===== config.mk =====
export PLATFORM = sky130hd
export DESIGN_NAME = mem_stage_seq
export DESIGN_NICKNAME = d
export VERILOG_FILES = /design/src/rtl/vp_pkg.sv /design/src/rtl/mem_lane_counter.sv /design/src/rtl/mem_stage_seq.sv
export SDC_FILE = /design/constraint.sdc
export NUM_CORES = 2
export LEC_CHECK = 0
export BUFFER_PORTS_ARGS = -buffer_cell sky130_fd_sc_hd__buf_2
export CAP_MARGIN = 10
export CORE_AREA = 5 5 364 366
export CTS_BUF_LIST = sky130_fd_sc_hd__clkbuf_4 sky130_fd_sc_hd__clkbuf_8
export DETAILED_ROUTE_END_ITERATION = 16
export DIE_AREA = 0 0 369 371
export GPL_ROUTABILITY_DRIVEN = 1
export SLEW_MARGIN = 10
export SYNTH_ARGS = -nofsm -noshare
export SYNTH_HDL_FRONTEND = slang
export SYNTH_SLANG_ARGS = --single-unit

===== constraint.sdc =====
create_clock -name clk -period 40.4 [get_ports clk]
set_input_delay 2.02 -clock clk [delete_from_list [all_inputs] [get_ports clk]]
set_output_delay 2.02 -clock clk [all_outputs]
set_load 0.1 [all_outputs]

===== src/rtl/vp_pkg.sv =====
// rtl/vp_pkg.sv - shared constants, mem-field bit indices and FSM state type for the memory stage
// Optional feature macro used by importers: VMEM_ALIGN_CHECK_EN
package vp_pkg;

  localparam int LANES      = 8;
  localparam int LANE_W     = 24;
  localparam int ADDR_W     = 21;
  localparam int DEST_W     = 4;
  localparam int VEC_W      = LANES * LANE_W;
  localparam int LANE_IDX_W = $clog2(LANES);

  localparam int MEM_RD  = 0;
  localparam int MEM_WR  = 1;
  localparam int MEM_VEC = 2;

  typedef enum logic [1:0] {
    ST_IDLE = 2'd0,
    ST_XFER = 2'd1,
    ST_DONE = 2'd2
  } state_t;

  function automatic logic [LANE_W-1:0] get_lane(input logic [VEC_W-1:0]      v,
                                                 input logic [LANE_IDX_W-1:0] idx);
    return v[idx*LANE_W +: LANE_W];
  endfunction

endpackage


===== src/rtl/mem_lane_counter.sv =====
// rtl/mem_lane_counter.sv - lane index for multi-beat accesses, last-lane flag and wrapping beat address
module mem_lane_counter
  import vp_pkg::*;
(
  input  logic                  clk,
  input  logic                  rst,
  input  logic                  clr,
  input  logic                  inc,
  input  logic [ADDR_W-1:0]     base,
  output logic [LANE_IDX_W-1:0] lane,
  output logic                  last,
  output logic [ADDR_W-1:0]     addr
);

  always_ff @(posedge clk or posedge rst) begin
    if (rst) begin
      lane <= '0;
    end else if (clr) begin
      lane <= '0;
    end else if (inc) begin
      lane <= lane + 1'b1;
    end
  end

  assign last = (lane == LANE_IDX_W'(LANES - 1));
  // Address arithmetic is modulo 2^ADDR_W; a carry out of the top bit is simply dropped.
  assign addr = base + ADDR_W'(lane);

endmodule


===== src/rtl/mem_stage_seq.sv =====
// rtl/mem_stage_seq.sv - memory-stage sequencer: scalar or lane-by-lane vector access over a 24-bit port
// Define VMEM_ALIGN_CHECK_EN to reject vector accesses whose base is not 8-word aligned (adds align_err).
module mem_stage_seq
  import vp_pkg::*;
(
  input  logic              clk,
  input  logic              rst,
  input  logic              in_valid,
  output logic              in_ready,
  input  logic [3:0]        mem,
  input  logic [1:0]        wb,
  input  logic [ADDR_W-1:0] resALUe,
  input  logic [VEC_W-1:0]  resALUve,
  input  logic [ADDR_W-1:0] r2e,
  input  logic [VEC_W-1:0]  r2v,
  input  logic [DEST_W-1:0] dest,
  output logic              dm_req,
  output logic              dm_we,
  output logic [ADDR_W-1:0] dm_addr,
  output logic [LANE_W-1:0] dm_wdata,
  input  logic              dm_ack,
  input  logic [LANE_W-1:0] dm_rdata,
  output logic              out_valid,
  output logic [1:0]        wb_out,
  output logic [DEST_W-1:0] dest_out,
  output logic [ADDR_W-1:0] resALUe_out,
  output logic [VEC_W-1:0]  resALUve_out,
  output logic [ADDR_W-1:0] lde_out,
  output logic [VEC_W-1:0]  ldv_out,
`ifdef VMEM_ALIGN_CHECK_EN
  output logic              align_err,
`endif
  output logic              stall
);

  state_t state, nstate;

  logic [2:0]            mem_q;
  logic [1:0]            wb_q;
  logic [DEST_W-1:0]     dest_q;
  logic [ADDR_W-1:0]     base_q;
  logic [VEC_W-1:0]      aluv_q;
  logic [ADDR_W-1:0]     r2e_q;
  logic [VEC_W-1:0]      r2v_q;
  logic [ADDR_W-1:0]     lde_q;
  logic [VEC_W-1:0]      ldv_q;

  logic                  accept;
  logic                  is_access;
  logic                  misalign;
  logic                  beat_done;
  logic                  last_beat;
  logic                  rd_only;
  logic [LANE_IDX_W-1:0] lane;
  logic                  lane_last;
  logic [ADDR_W-1:0]     lane_addr;
  logic                  mem_unused;

  assign mem_unused = mem[3];
  assign accept     = (state == ST_IDLE) && in_valid;
  assign is_access  = mem[MEM_RD] | mem[MEM_WR];
  assign beat_done  = (state == ST_XFER) && dm_ack;
  assign last_beat  = mem_q[MEM_VEC] ? lane_last : 1'b1;
  // Read-and-write encodings are treated as writes, so loads only land for pure reads.
  assign rd_only    = mem_q[MEM_RD] & ~mem_q[MEM_WR];

`ifdef VMEM_ALIGN_CHECK_EN
  logic aerr_q;
  assign misalign = mem[MEM_VEC] && (resALUe[2:0] != 3'b000);
`else
  assign misalign = 1'b0;
`endif

  mem_lane_counter u_lane (
    .clk  (clk),
    .rst  (rst),
    .clr  (accept),
    .inc  (beat_done && !last_beat),
    .base (base_q),
    .lane (lane),
    .last (lane_last),
    .addr (lane_addr)
  );

  always_ff @(posedge clk or posedge rst) begin
    if (rst) begin
      state <= ST_IDLE;
    end else begin
      state <= nstate;
    end
  end

  always_comb begin
    nstate = state;
    case (state)
      ST_IDLE: if (in_valid) nstate = (is_access && !misalign) ? ST_XFER : ST_DONE;
      ST_XFER: if (dm_ack && last_beat) nstate = ST_DONE;
      ST_DONE: nstate = ST_IDLE;
      default: nstate = ST_IDLE;
    endcase
  end

  always_ff @(posedge clk or posedge rst) begin
    if (rst) begin
      mem_q  <= '0;
      wb_q   <= '0;
      dest_q <= '0;
      base_q <= '0;
      aluv_q <= '0;
      r2e_q  <= '0;
      r2v_q  <= '0;
      lde_q  <= '0;
      ldv_q  <= '0;
`ifdef VMEM_ALIGN_CHECK_EN
      aerr_q <= 1'b0;
`endif
    end else if (accept) begin
      mem_q  <= mem[2:0];
      wb_q   <= wb;
      dest_q <= dest;
      base_q <= resALUe;
      aluv_q <= resALUve;
      r2e_q  <= r2e;
      r2v_q  <= r2v;
      lde_q  <= '0;
      ldv_q  <= '0;
`ifdef VMEM_ALIGN_CHECK_EN
      aerr_q <= is_access && misalign;
`endif
    end else if (beat_done && rd_only) begin
      if (mem_q[MEM_VEC]) begin
        ldv_q[lane*LANE_W +: LANE_W] <= dm_rdata;
      end else begin
        lde_q <= dm_rdata[ADDR_W-1:0];
      end
    end
  end

  // Outputs are state-decoded so the port is quiet outside XFER and the bundle only shows in DONE.
  always_comb begin
    in_ready     = 1'b0;
    dm_req       = 1'b0;
    dm_we        = 1'b0;
    dm_addr      = '0;
    dm_wdata     = '0;
    out_valid    = 1'b0;
    wb_out       = '0;
    dest_out     = '0;
    resALUe_out  = '0;
    resALUve_out = '0;
    lde_out      = '0;
    ldv_out      = '0;
`ifdef VMEM_ALIGN_CHECK_EN
    align_err    = 1'b0;
`endif
    case (state)
      ST_IDLE: in_ready = 1'b1;
      ST_XFER: begin
        dm_req   = 1'b1;
        dm_we    = mem_q[MEM_WR];
        dm_addr  = lane_addr;
        dm_wdata = mem_q[MEM_VEC] ? get_lane(r2v_q, lane) : LANE_W'(r2e_q);
      end
      ST_DONE: begin
        out_valid    = 1'b1;
        wb_out       = wb_q;
        dest_out     = dest_q;
        resALUe_out  = base_q;
        resALUve_out = aluv_q;
        lde_out      = lde_q;
        ldv_out      = ldv_q;
`ifdef VMEM_ALIGN_CHECK_EN
        align_err    = aerr_q;
`endif
      end
      default: ;
    endcase
  end

  assign stall = ~in_ready;

endmodule


==> run metrics <==
min cycle time layout=6.99 ns; CTS resizes=0; critical path endpoint category=output pin; Synth Instances=3716; CTS tree=built; crit path max-delay cell type=buf_4; share of cells above drive strength 1=28.4%; Worst Setup SP=state[0]; fraction of the mapped netlist area in adder cells=0.509%; num ports=946; clk_lat worst skew=0.82 ns; Hold Vio Cnt, Final=0; Max Root-Sink Buffers=3; arrival time at the worst endpoint=4.97 ns; worst min-delay path startpoint=aluv_q[62]; cts hold-fix bufs=0; drt first pass iters=5; Critical Path Start Type=flip-flop; Critical Path Stages=6; worst reg2reg path depth=9; GRT Util Overall=19.1%; Rel. slew slack=19.3%; global-route wire length before repair=197 mm; XOR/XNOR Fraction of Synth Area=0.617%; status=completed; HPWL after detailed placement=100 mm; worst min-delay path category=flip-flop to flip-flop; Sink Count=653; Cell Area, Synth=32400 um^2; main combinational cell family by area after synthesis=simple AND/OR/NAND/NOR gates; die outline width=369 um; RePlAce Congestion=0.921; Worst Path Max Fanout=125; max-slew violation count=0; Vias=30100; # DRC=0; # H-tree levels=3; Synth warnings=0; Synth Register Bits=653; multiplexer share of the synthesized area=7.49%; overall power=2.98 mW; area grow syn2layout=27.3%; VDD IR max=0.0000573 V; Layout fillers=13700; worst stage delay on the critical path=0.86 ns; number of global-route vias before repair=29800; Max-Cap Viols=0; LEAKAGE=22.0 nW; clk slew on worst S/H paths=0.06 ns; Detailed Route Iter0 Violations=2532; Die H=371 um; Worst EP required=38.38 ns; achievable frequency=0.143 GHz; Simple-Gate Fraction of Synth Area=30.7%; # Post-CTS Setup Buffers=0; total die area=137000 um^2; most frequent CP cell=buf_4; Final Setup Violations=0; Mapped Nets=4192; Post-synth ARST share=100%; area of the core=129000 um^2; Std-Cell Rows=132; Inserted Clock Buffers=119; vias per inst=4.73; Cells on Worst Hold Path=2; largest net degree at the start of global routing=180; Reg-to-Reg Start=u_lane.lane[0]; Distinct cells, synth=75; CTS Root Cell=clkbuf_8; worst slew pin tran=1.21 ns; worst path bufs/invs=4; Tcrit/Tclk final=17.3%; Crit path max-delay family=buffers and inverters; most frequent cells in the layout=nand2_1 (1555), buf_2 (944), dfrtp_1 (649), and2_1 (436), clkbuf_8 (143); starting density of the core=25.2%; most common cell after layout, fill and taps aside=nand2_1; Avg Cell Area, Syn=8.73 um^2; Post-synth EDFFs=0; Final ANT Viol Nets=0; WS Path Type=flip-flop to output pin; main flop type after synthesis=dfrtp_1; sequential fraction of the synthesis area=50.4%; drt total wl=136 mm; antenna violations before repair=43; crit path cell chain=nor2b_4, buf_4, buf_4, buf_4, and2_1, buf_2; Compound-Gate Fraction of Synth Area=7.05%; nets@finish=5044; Clock Skews=0.0562 ns; per-cell routed wire length=21.4 um; port bufs=944; setup_tns=0 ns; total gr overflow=0; PD cells=72.2 nW/um^2; RSZ-0062 raised after global routing=no
-- state kept, by name, summed over array words and instances (netlist names) --
register     count
lde_q           21
dest_q           4
wb_q             2
u_lane.lane      3
state            2
ldv_q          192
r2e_q           21
aluv_q         192
base_q          21
mem_q            3
r2v_q          192
-- report_power, final --
group | leakage [nW] | switching (mW) | internal [mW]
clock | 1.34 | 0.302 | 0.372
combinational | 12.3 | 0.989 | 0.305
sequential | 8.40 | 0.140 | 0.872
-- layout make-up --
cell class	count	area, um^2	area share, %
Clock buffer	192	2340	5.66
Inverter	13	56.3	0.136
Sequential cell	653	16400	39.6
Timing Repair Buffer	991	5100	12.4
Antenna cell	27	67.6	0.164
Multi-Input combinational cell	2790	15100	36.6
Clock inverter	17	175	0.424
Tap cell	1675	2100	5.08
-- metal layers --
layer | part of all wire (%) | routed length, um | global-route usage, %
met1 | 38 | 51400 | 22.1
met2 | 48 | 65100 | 31.7
met4 | 5.1 | 6920 | 9.05
met3 | 9.1 | 12400 | 6.55
met5 | 0.12 | 160 | 0
-- through the flow --
stage	cells	instance area (um^2)	hold slack, ns	utilization [%]	setup WS (ns)
floorplan	3716	32400	0.437	-	20.08
detailed placement	6122	38700	0.454	30.0	33.27
finish	6358	41300	0.464	32.0	33.41
global placement	6122	38700	0.449	30.0	33.29
CTS	6331	41200	0.468	32.0	33.22
global route	6343	41200	0.482	32.0	32.94
-- kinds of logic (layout without fill, tap and decap cells) --
| logic type | Yosys count | in the layout |
|---|---|---|
| compound gates | 329 | 329 |
| xor+xnor | 22 | 22 |
| fa+ha+maj | 12 | 12 |
| buf+inv | 273 | 1213 |
| flops | 653 | 653 |
| mux | 180 | 180 |
| other cells | 0 | 27 |
| simple gates | 2247 | 2247 |
-- worst min-delay path, cell delays in order (launching register included) --
cell	delay, ns
dfrtp_1	0.33
nand2_1	0.05
nand2_1	0.05
-- worst paths after layout --
path	end	slack (ns)
worst min-delay path	aluv_q[62]	0.46
max in group asynchronous	ldv_q[77]	34.38
worst min register to register	aluv_q[62]	0.46
min in group asynchronous	r2v_q[22]	1.34
worst max-delay path	lde_out[19]	33.41
worst max register to register	ldv_q[133]	34.98
-- synth_stat cells, drive strengths merged (4+ instances only) --
cell type / instances / area share (%)
nor3: 37 / 0.60
or3: 9 / 0.17
a21oi: 72 / 1.1
or2: 4 / 0.077
and2: 438 / 8.4
nand2b: 10 / 0.19
nand4: 24 / 0.48
o21a: 4 / 0.093
mux4: 48 / 3.3
xnor2: 17 / 0.48
a221o: 4 / 0.12
and3: 16 / 0.31
a31o: 19 / 0.51
o31ai: 4 / 0.093
a31oi: 10 / 0.19
a2bb2oi: 6 / 0.16
nor2b: 7 / 0.13
mux2: 23 / 0.80
o2bb2ai: 11 / 0.30
mux2i: 109 / 3.4
nor4: 8 / 0.27
a22oi: 43 / 1.0
dfrtp: 653 / 50
xor2: 5 / 0.13
o211ai: 7 / 0.16
buf: 28 / 0.41
nor2: 83 / 0.96
clkbuf: 232 / 2.7
a22o: 34 / 0.92
a311oi: 21 / 0.57
inv: 13 / 0.15
nand3: 36 / 0.56
o21ai: 65 / 1.0
nand2: 1555 / 18
ha: 10 / 0.39
or4: 4 / 0.093
Power figures use the tool's default switching activity.
